`src/rtl/uart_rx_param_if.sv`:
```
// Bundle of the UART receiver's line, configuration and consumer-side signals.
// The receiver sits on the slave modport; the bench/baud source/consumer on master.
interface uart_rx_param_if #(
   parameter int DATA_BITS = 8
);
   logic                 baud_clk;
   logic                 rx_in;
   logic [1:0]           parity_mode;
   // data_valid/data_ack: a frame is handed over on a sys_clk edge where both are 1;
   // data_valid then drops unless a new frame completes on that same edge. An ack while
   // data_valid=0 has no effect, and the receiver never waits for the consumer.
   logic                 data_ack;
   logic [DATA_BITS-1:0] data_out;
   logic                 parity_bit;
   logic                 data_valid;
   logic                 busy;
   logic                 parity_err;
   logic                 frame_err;
   logic                 overrun_err;
   logic                 break_det;
   logic [2:0]           state_dbg;

   modport slave (
      input  baud_clk, rx_in, parity_mode, data_ack,
      output data_out, parity_bit, data_valid, busy,
             parity_err, frame_err, overrun_err, break_det, state_dbg
   );

   modport master (
      output baud_clk, rx_in, parity_mode, data_ack,
      input  data_out, parity_bit, data_valid, busy,
             parity_err, frame_err, overrun_err, break_det, state_dbg
   );
endinterface

```
`src/rtl/uart_rx_param.sv`:
```
// Parametrised UART receiver: oversampled 3-sample majority vote, runtime parity mode,
// error flags and a valid/ack output register.
module uart_rx_param #(
   parameter int DATA_BITS   = 8,
   parameter int OVERSAMPLE  = 16,
   parameter int STOP_BITS   = 1,
   parameter int SYNC_STAGES = 2
) (
   input  logic           sys_clk,
   input  logic           reset,
   uart_rx_param_if.slave bus
);

   localparam int TW = $clog2(OVERSAMPLE);
   localparam logic [TW-1:0] T_LAST = TW'(OVERSAMPLE - 1);
   localparam logic [TW-1:0] T_V0   = TW'(OVERSAMPLE / 2 - 1);
   localparam logic [TW-1:0] T_V1   = TW'(OVERSAMPLE / 2);
   localparam logic [TW-1:0] T_V2   = TW'(OVERSAMPLE / 2 + 1);
   localparam logic [3:0]    NBITS  = 4'(DATA_BITS);
   localparam logic [3:0]    NSTOP  = 4'(STOP_BITS - 1);

   typedef enum logic [2:0] {
      S_IDLE      = 3'd0,
      S_START     = 3'd1,
      S_DATA      = 3'd2,
      S_PARITY    = 3'd3,
      S_STOP      = 3'd4,
      S_WAIT_IDLE = 3'd5
   } state_t;

   state_t                 state_q, state_d;
   logic [SYNC_STAGES-1:0] sync_q;
   logic [TW-1:0]          tick_cnt_q, tick_cnt_d;
   logic [3:0]             bit_cnt_q, bit_cnt_d;
   logic [DATA_BITS-1:0]   shift_q, shift_d;
   logic                   par_q, par_d;
   logic                   ferr_q, ferr_d;
   logic [1:0]             mode_q, mode_d;
   logic [1:0]             vote_q, vote_d;
   logic                   cmpl_q, cmpl_d;

   logic [DATA_BITS-1:0]   data_out_q;
   logic                   pbit_q, valid_q, perr_q, frerr_q, oerr_q, brk_q;

   logic rx_s, tick, voted, par_en;
   logic at_v0, at_v1, at_v2, at_end;

   assign rx_s   = sync_q[SYNC_STAGES-1];
   assign tick   = bus.baud_clk;
   assign voted  = (vote_q[0] & vote_q[1]) | (vote_q[0] & rx_s) | (vote_q[1] & rx_s);
   assign par_en = (mode_q == 2'b01) || (mode_q == 2'b10);
   assign at_v0  = tick && (tick_cnt_q == T_V0);
   assign at_v1  = tick && (tick_cnt_q == T_V1);
   assign at_v2  = tick && (tick_cnt_q == T_V2);
   assign at_end = tick && (tick_cnt_q == T_LAST);

   always_comb begin
      state_d    = state_q;
      tick_cnt_d = tick_cnt_q;
      bit_cnt_d  = bit_cnt_q;
      shift_d    = shift_q;
      par_d      = par_q;
      ferr_d     = ferr_q;
      mode_d     = mode_q;
      vote_d     = vote_q;
      cmpl_d     = 1'b0;

      if (tick) tick_cnt_d = (tick_cnt_q == T_LAST) ? '0 : tick_cnt_q + 1'b1;
      if (at_v0) vote_d[0] = rx_s;
      if (at_v1) vote_d[1] = rx_s;

      case (state_q)
         S_IDLE: begin
            tick_cnt_d = '0;
            if (tick && !rx_s) begin
               state_d   = S_START;
               bit_cnt_d = '0;
               par_d     = 1'b0;
               ferr_d    = 1'b0;
               mode_d    = bus.parity_mode;
            end
         end
         S_START: begin
            if (at_v2 && voted) state_d = S_IDLE;
            else if (at_end)    state_d = S_DATA;
         end
         S_DATA: begin
            if (at_v2) begin
               shift_d   = {voted, shift_q[DATA_BITS-1:1]};
               bit_cnt_d = bit_cnt_q + 4'd1;
            end
            if (at_end && bit_cnt_q == NBITS) begin
               bit_cnt_d = '0;
               state_d   = par_en ? S_PARITY : S_STOP;
            end
         end
         S_PARITY: begin
            if (at_v2)       par_d   = voted;
            else if (at_end) state_d = S_STOP;
         end
         S_STOP: begin
            // Completion fires on the last stop vote, not at bit end, so a start edge
            // arriving in the remaining half bit is not lost.
            if (at_v2) begin
               if (!voted) ferr_d = 1'b1;
               if (bit_cnt_q == NSTOP) begin
                  cmpl_d  = 1'b1;
                  state_d = voted ? S_IDLE : S_WAIT_IDLE;
               end
            end else if (at_end) begin
               bit_cnt_d = bit_cnt_q + 4'd1;
            end
         end
         S_WAIT_IDLE: begin
            tick_cnt_d = '0;
            if (tick && rx_s) state_d = S_IDLE;
         end
         default: state_d = S_IDLE;
      endcase
   end

   always_ff @(posedge sys_clk) begin
      if (!reset) begin
         state_q    <= S_IDLE;
         sync_q     <= '1;
         tick_cnt_q <= '0;
         bit_cnt_q  <= '0;
         shift_q    <= '0;
         par_q      <= 1'b0;
         ferr_q     <= 1'b0;
         mode_q     <= 2'b00;
         vote_q     <= 2'b00;
         cmpl_q     <= 1'b0;
      end else begin
         state_q    <= state_d;
         sync_q     <= {sync_q[SYNC_STAGES-2:0], bus.rx_in};
         tick_cnt_q <= tick_cnt_d;
         bit_cnt_q  <= bit_cnt_d;
         shift_q    <= shift_d;
         par_q      <= par_d;
         ferr_q     <= ferr_d;
         mode_q     <= mode_d;
         vote_q     <= vote_d;
         cmpl_q     <= cmpl_d;
      end
   end

   // Held-frame register: a completion always wins over an ack of the previous frame.
   always_ff @(posedge sys_clk) begin
      if (!reset) begin
         data_out_q <= '0;
         pbit_q     <= 1'b0;
         valid_q    <= 1'b0;
         perr_q     <= 1'b0;
         frerr_q    <= 1'b0;
         oerr_q     <= 1'b0;
         brk_q      <= 1'b0;
      end else if (cmpl_q) begin
         data_out_q <= shift_q;
         pbit_q     <= par_en & par_q;
         perr_q     <= par_en & ((^shift_q ^ par_q) != (mode_q == 2'b10));
         frerr_q    <= ferr_q;
         oerr_q     <= valid_q & ~bus.data_ack;
         brk_q      <= ferr_q & (shift_q == '0) & ~par_q;
         valid_q    <= 1'b1;
      end else if (valid_q && bus.data_ack) begin
         valid_q    <= 1'b0;
      end
   end

   assign bus.data_out    = data_out_q;
   assign bus.parity_bit  = pbit_q;
   assign bus.data_valid  = valid_q;
   assign bus.busy        = (state_q != S_IDLE);
   assign bus.parity_err  = perr_q;
   assign bus.frame_err   = frerr_q;
   assign bus.overrun_err = oerr_q;
   assign bus.break_det   = brk_q;
   assign bus.state_dbg   = state_q;

endmodule

```
`src/flat_wrapper.sv`:
```
// flat-port wrapper written by rule: the top's interface ports become plain ports
module uart_rx_param_flat 
#(
   parameter int DATA_BITS   = 8,
   parameter int OVERSAMPLE  = 16,
   parameter int STOP_BITS   = 1,
   parameter int SYNC_STAGES = 2
)
  (sys_clk, reset, bus_baud_clk, bus_rx_in, bus_parity_mode, bus_data_ack, bus_data_out, bus_parity_bit, bus_data_valid, bus_busy, bus_parity_err, bus_frame_err, bus_overrun_err, bus_break_det, bus_state_dbg);
  uart_rx_param_if #(.DATA_BITS(DATA_BITS)) bus_i ();
  input  logic sys_clk;
  input  logic reset;
  input wire logic [$bits(bus_i.baud_clk)-1:0] bus_baud_clk;
  input wire logic [$bits(bus_i.rx_in)-1:0] bus_rx_in;
  input wire logic [$bits(bus_i.parity_mode)-1:0] bus_parity_mode;
  input wire logic [$bits(bus_i.data_ack)-1:0] bus_data_ack;
  output wire logic [$bits(bus_i.data_out)-1:0] bus_data_out;
  output wire logic [$bits(bus_i.parity_bit)-1:0] bus_parity_bit;
  output wire logic [$bits(bus_i.data_valid)-1:0] bus_data_valid;
  output wire logic [$bits(bus_i.busy)-1:0] bus_busy;
  output wire logic [$bits(bus_i.parity_err)-1:0] bus_parity_err;
  output wire logic [$bits(bus_i.frame_err)-1:0] bus_frame_err;
  output wire logic [$bits(bus_i.overrun_err)-1:0] bus_overrun_err;
  output wire logic [$bits(bus_i.break_det)-1:0] bus_break_det;
  output wire logic [$bits(bus_i.state_dbg)-1:0] bus_state_dbg;
  assign bus_i.baud_clk = bus_baud_clk;
  assign bus_i.rx_in = bus_rx_in;
  assign bus_i.parity_mode = bus_parity_mode;
  assign bus_i.data_ack = bus_data_ack;
  assign bus_data_out = bus_i.data_out;
  assign bus_parity_bit = bus_i.parity_bit;
  assign bus_data_valid = bus_i.data_valid;
  assign bus_busy = bus_i.busy;
  assign bus_parity_err = bus_i.parity_err;
  assign bus_frame_err = bus_i.frame_err;
  assign bus_overrun_err = bus_i.overrun_err;
  assign bus_break_det = bus_i.break_det;
  assign bus_state_dbg = bus_i.state_dbg;
  uart_rx_param #(.DATA_BITS(DATA_BITS), .OVERSAMPLE(OVERSAMPLE), .STOP_BITS(STOP_BITS), .SYNC_STAGES(SYNC_STAGES)) u_core (.sys_clk(sys_clk), .reset(reset), .bus(bus_i));
endmodule
```
`config.mk`:
```
export PLATFORM = sky130hd
export DESIGN_NAME = uart_rx_param_flat
export DESIGN_NICKNAME = d
export VERILOG_FILES = /design/src/rtl/uart_rx_param_if.sv /design/src/rtl/uart_rx_param.sv /design/src/flat_wrapper.sv
export SDC_FILE = /design/constraint.sdc
export NUM_CORES = 1
export LEC_CHECK = 0
export CAP_MARGIN = 20
export CORE_UTILIZATION = 34
export DETAILED_ROUTE_END_ITERATION = 10
export SLEW_MARGIN = 0
export SYNTH_ARGS = -nofsm -noshare
export SYNTH_HDL_FRONTEND = slang
export SYNTH_SLANG_ARGS = --single-unit
```
`constraint.sdc`:
```
create_clock -name sys_clk -period 4.5 [get_ports sys_clk]
set_input_delay 0.45 -clock sys_clk [delete_from_list [all_inputs] [get_ports sys_clk]]
set_output_delay 0.45 -clock sys_clk [all_outputs]
set_load 0.01 [all_outputs]
```
=== After elaboration in Yosys (flattened, before gate mapping) ===
Index checks and enable logic that the tools add are counted.

* Register bits: 42
* Latch bits: 0
* Bits in writable memories: 0
* Bits in read-only memories: 0
* Input port bits: 7
* Output and inout bits: 18
* Word-level logic and storage cells: 116
* Memories kept: 0

* Add/sub/neg operators: 2
* $mul: 0
* Div/mod/pow operators: 0
* Order comparisons: 0
* Eq/ne operators: 26
* Shift operators: 0
* Mux-type cells: 28
* Bitwise gates (word level): 14
* Reduce and logical (&&, ||, !) cells: 28

{| class="wikitable"
|+ Operators by type and width
! cell !! count
|-
| 3-bit two-way mux || 11
|-
| 4-bit two-way mux || 6
|-
| 3-bit one-hot mux with 6 select lines || 1
|-
| 4-bit == test (second input constant) || 4
|-
| 2-bit by 1-bit != test with 1-bit output (second input constant) || 8
|-
| 4-bit one-hot mux with 3 select lines || 1
|-
| 1-bit logical AND || 9
|-
| 4-bit by 1-bit adder with 4-bit output (second input constant) || 2
|-
| 1-bit bitwise AND || 8
|-
| 8-bit logical NOT || 1
|-
| 8-bit AND reduction || 1
|-
| 8-bit parity || 1
|-
| 1-bit two-way mux || 7
|-
| 3-bit by 2-bit == test with 1-bit output (second input constant) || 2
|-
| 3-bit == test (second input constant) || 2
|-
| 2-bit != test (second input constant) || 3
|-
| 3-bit by 1-bit != test with 1-bit output (second input constant) || 2
|-
| 3-bit AND reduction || 2
|-
| 2-bit nonzero test || 3
|-
| 3-bit nonzero test || 2
|-
| 5-bit AND reduction || 1
|-
| 4-bit by 3-bit == test with 1-bit output (second input constant) || 1
|-
| 4-bit logical NOT || 1
|-
| 1-bit one-hot mux with 2 select lines || 2
|-
| 13 further kinds || 17
|}

=== Longest topological paths before layout ===
* Depth in word-level cells: 7
* Depth in mapped cells: 8
* Mapped depth without buffers: 7

=== Worst setup path after synthesis ===
OpenSTA, ideal clock, no wires.

* Kind: register to register
* Start: reg u_core.tick_cnt_q[0]
* End: reg u_core.bit_cnt_q[1]
* Library setup time: 0.070 ns
* Arrival time: 1.743 ns
* Required time: 4.430 ns
* Slack: 2.687 ns
* Stages on the path, launching flop included: 7
* Path buffers: 0
* Period minus slack after synthesis: 1.813 ns
* Cell sequence: dfxtp_1 -> ha_1 -> and4_4 -> a41o_4 -> a21oi_2 -> or3b_1 -> a21boi_1

* Word-level cells in the longest chain between the ends: 5
* Elaborated cells between the ends (all ways): 11
* Classes of those cells: eq/ne: 5; mux: 2; reduce/logical: 4

{| class="wikitable"
|+ RTL lines
! item !! line !! RTL
|-
| from (decl) || uart_rx_param.sv:33 || <nowiki>logic [TW-1:0] tick_cnt_q, tick_cnt_d;</nowiki>
|-
| from (signal assigned) || uart_rx_param.sv:137 || <nowiki>tick_cnt_q <= tick_cnt_d;</nowiki>
|-
| 4-bit == test || uart_rx_param.sv:55 || <nowiki>assign at_end = tick && (tick_cnt_q == T_LAST);</nowiki>
|-
| 1-bit logical AND || uart_rx_param.sv:55 ||
|-
| 1-bit logical AND || uart_rx_param.sv:92 || <nowiki>if (at_end && bit_cnt_q == NBITS) begin</nowiki>
|-
| 3-bit by 1-bit != test with 1-bit output (no source line) or 4-bit two-way mux (tied branches) || -- ||
|-
| 5-bit AND reduction (no source line) or 4-bit one-hot mux with 3 select lines (tied branches) || -- ||
|-
| to (signal assigned) || uart_rx_param.sv:138 || <nowiki>bit_cnt_q <= bit_cnt_d;</nowiki>
|-
| to (decl) || uart_rx_param.sv:34 || <nowiki>logic [3:0] bit_cnt_q, bit_cnt_d;</nowiki>
|}

Parallel ways exist; a longest one is shown, timed or not.
A chain may end at the register's enable or synchronous reset.

=== Final worst setup path ===
* Start: in bus_baud_clk
* End: reg u_core.shift_q[2]

* Word-level cells in the longest chain between the ends: 2

{| class="wikitable"
|+ RTL lines
! item !! line !! RTL
|-
| from (decl) || flat_wrapper.sv:13 || <nowiki>input wire logic [$bits(bus_i.baud_clk)-1:0] bus_baud_clk;</nowiki>
|-
| 1-bit logical AND || uart_rx_param.sv:54 || <nowiki>assign at_v2 = tick && (tick_cnt_q == T_V2);</nowiki>
|-
| 2-bit AND reduction (no source line) || -- ||
|-
| to (signal assigned) || uart_rx_param.sv:139 || <nowiki>shift_q <= shift_d;</nowiki>
|-
| to (decl) || uart_rx_param.sv:35 || <nowiki>logic [DATA_BITS-1:0] shift_q, shift_d;</nowiki>
|}

No other way between the ends.

==> run summary <==
By area, the combinational part of the netlist is dominated by simple AND/OR/NAND/NOR gates. The run gives 0.143 as the global-route usage over all layers. STA puts the critical path data arrival time at 2530 ps. The final hold violation count was 0. Buffers added to address setup during post-CTS repair amount to 0.

The logs give 0.203 for the fraction of met2 tracks used by global routing and 5990 um^2 for the placeable core region. The async set-or-reset flop fraction in the synthesized netlist was 0. The logs give 1,541 for the via count of the first global-routing pass and 169 uV for the worst-case vdd ir drop.

Counting every sink on the clock net gives 42. The logs give 0.418 for the final core area utilization and 0 for the number of routed nets with antenna violations. The worst hold path begins at u_core.sync_q[0]. In this run the clock root is driven by a clkbuf_8. The later pin in the worst-skew pair is clocked with a latency of 300 ps. For the max-slew violation count, the log shows 0. The top cell type by total area after synthesis was dfxtp_1. Dividing the detail-routed wire length by the instance count gives 12.6 um.

The clock transition at the registers of the reported paths came out at 90 ps. Yosys mapped a number of flops with a built-in enable equal to 0. Highest clock frequency the design can meet: 429 MHz.

The final number of setup-violating endpoints was 0; the half-perimeter wire length of the detailed placement result was 2840 um. The ratio of cells with drive above 1 in the final layout came out at 0.0664. Subtracting the final worst setup slack from the clock period gives 2330 ps. The number of hold buffers added after CTS was 0.

Yosys printed 0 warnings. The adder and majority gate portion of the synthesized area is 0.0635, and the overall power of the completed layout is 0.956 mW. In this run the deepest clock path goes through 2 buffers. The final period utilization was 0.519.

In this run the worst path has a maximum fanout of 14. For the worst setup skew after layout, the log shows 7.09 ps. In the layout the commonest cells are 42 x dfxtp_1, 24 x clkdlybuf4s50_1, 21 x nor2_1.

The run gives 2150 um^2 as the netlist area before placement. The most crowded layer after global routing is met1. The top cell type's share of synthesized area was 0.392; the first-pass GRT wire length was 7310 um. Parity-gate share of the synthesized area counting xor and xnor cells: 0.0326.

The initial antenna violation count was 0; the number of cell rows was 28. The number of instances resized during post-cts repair is 0, and the area of the die is 6640 um^2. Counting the buffers created by CTS gives 5. The total detailed-routing wirelength is 4180 um, and the instance area at placement is 2420 um^2. The initial standard-cell utilization of the core was 0.358; the basic-gate share of the synthesized area counting and, or, nand and nor cells was 0.231. The number of cells produced by synthesis came out at 236.

Final weighted congestion of routability-driven global placement: 0.750. The pre-antenna-repair detailed-routing pass consisted of 4 iterations. For this block, the via count after detailed routing is 1,641. The relative slew slack is 0.439.

TritonCTS built the clock tree. The violation count after the first detailed-route iteration is 152, and the final-layout worst hold slack is 409 ps. The height of the chip came out at 81.5 um. Beginning of the worst register-to-register path: u_core.tick_cnt_q[0]. The maximum number of pins on one net before global-route repair was 28; the area growth from synthesis to layout was 16.6%.

At the placement stage, the worst setup path has a slack of 1830 ps. The number of nets in the synthesized netlist is 253. The per-instance average area after synthesis came out at 9.10 um^2.

Once layout is complete, the cells apart from fillers number 331. The flow ran to the end, and the final reports show no timing, DRC or antenna violations. Setup repair after global routing left no endpoint under its margin. The global-route met1 utilization is 0.208.

In this run the worst setup path begins at bus_baud_clk. STA classifies the critical path startpoint as an input pin. The H-tree was split into 2 levels. The category of the worst setup path capture point is a flop.

STA puts the critical path data required time at 4690 ps. The leftover overflow at the end of global routing was 0; the number of top-level design ports was 25. The power per standard cell area is 382 nW/um^2, and the final-stage net count is 272. The logs give 0 for the total DRC errors in the routed layout and 0 for the number of maximum-capacitance violations. The register area share after synthesis was 0.392; the die width was 81.5 um. In this run the tool buffered the top-level ports with 24 buffer cells. The multiplexer share of the synthesized area is 0.0932.

The most common cell after layout, fill and taps aside is dfxtp_1. The tools report the cell area after layout as 2500 um^2. The fraction of the mapped netlist area in compound gates works out to 0.126. Global-route track usage on met3: 0.0344. Kind of critical path: input pin to flop. The min-delay analysis places its worst path in the category flop to flop.

The total instance count after detailed placement was 323. For the final routed database, the setup TNS stands at 0 ps. The prevailing post-synth register cell was dfxtp_1. The synthesized design contains 42 register bits. The number of antenna diodes in the final layout is 0. The analysis attributes to cell leakage a power of 0.843 nW.

After synthesis, the netlist uses 49 different library cells. In the routed layout, each cell is associated on average with a via count of 4.96. The worst setup slack after layout is 2170 ps. Slew at the pin closest to its max-slew limit: 841 ps.

After synthesis, the cell types taking the most area are dfxtp_1 39%, mux2i_1 9.3%, ha_1 5.8%, nor2_1 3.7%, inv_1 3.1%.
==> flip-flops by register name (all words and copies together) (netlist names), 2 cells and up <==
register / cells
u_core.bit_cnt_q: 4
u_core.tick_cnt_q: 4
u_core.bus.data_out: 8
u_core.bus.state_dbg: 3
u_core.mode_q: 2
u_core.vote_q: 2
u_core.sync_q: 2
u_core.shift_q: 8
==> area by class of cell <==
class                      count  area (um^2)
clock inverter                 2         13.8
sequential                    42          841
clock buffer                   6         72.6
tap                           75         93.8
multi-input combinational    164         1170
inverter                      18         67.6
timing repair buffer          24          240
fill                         598         3490
==> power by group <==
group	leakage (nW)	internal, mW	switching, mW	total [mW]
clock	0.0452	0.110	0.138	0.248
combinational	0.459	0.131	0.143	0.274
sequential	0.339	0.388	0.0459	0.434
total	0.843	0.629	0.327	0.956
==> cells by family (layout without fill, tap and decap cells) <==
family | count (synthesis) | in the layout
and+or+nand+nor | 87 | 87
xor gates and xnor gates | 8 | 8
buffers and inverters | 30 | 50
adders and majority gates | 11 | 11
AOI/OAI and AO/OA | 38 | 38
DFF | 42 | 42
muxes | 20 | 20
==> critical path: stages <==
cell and delay [ps]:
clkdlybuf4s50_1 730, nand4b_1 310, nor3_2 690, o21ai_0 160, and2_1 190
==> per-layer routing <==
metal  wire [um]  part of all wire  vias up
met5           0                 0        -
met4          61             0.015        0
met3         143             0.034        5
met2        1740              0.42       24
met1        2240              0.54      766
li1            -                 -      846
==> final timing paths <==
check / to / slack (ps) / depth (start not counted)
worst min register to register: u_core.sync_q[1] / 410 / 1
worst max register to register: u_core.shift_q[2] / 2460 / 5
worst min-delay path: u_core.sync_q[1] / 410 / 1
worst max-delay path: u_core.shift_q[2] / 2170 / 5
==> Yosys cell counts (4+ instances only) <==
| master | instances |
|---|---|
| nor2_1 | 21 |
| mux2i_1 | 20 |
| nand2_1 | 12 |
| dfxtp_1 | 42 |
| clkbuf_1 | 4 |
| nand2b_1 | 7 |
| inv_1 | 18 |
| o21ai_0 | 9 |
| nand3_1 | 4 |
| buf_2 | 4 |
| nor2b_1 | 10 |
| ha_1 | 10 |
| a21oi_1 | 11 |
| xnor2_1 | 5 |
| and2_1 | 6 |
| nor3_1 | 4 |
(Power assumes the default switching activity.)
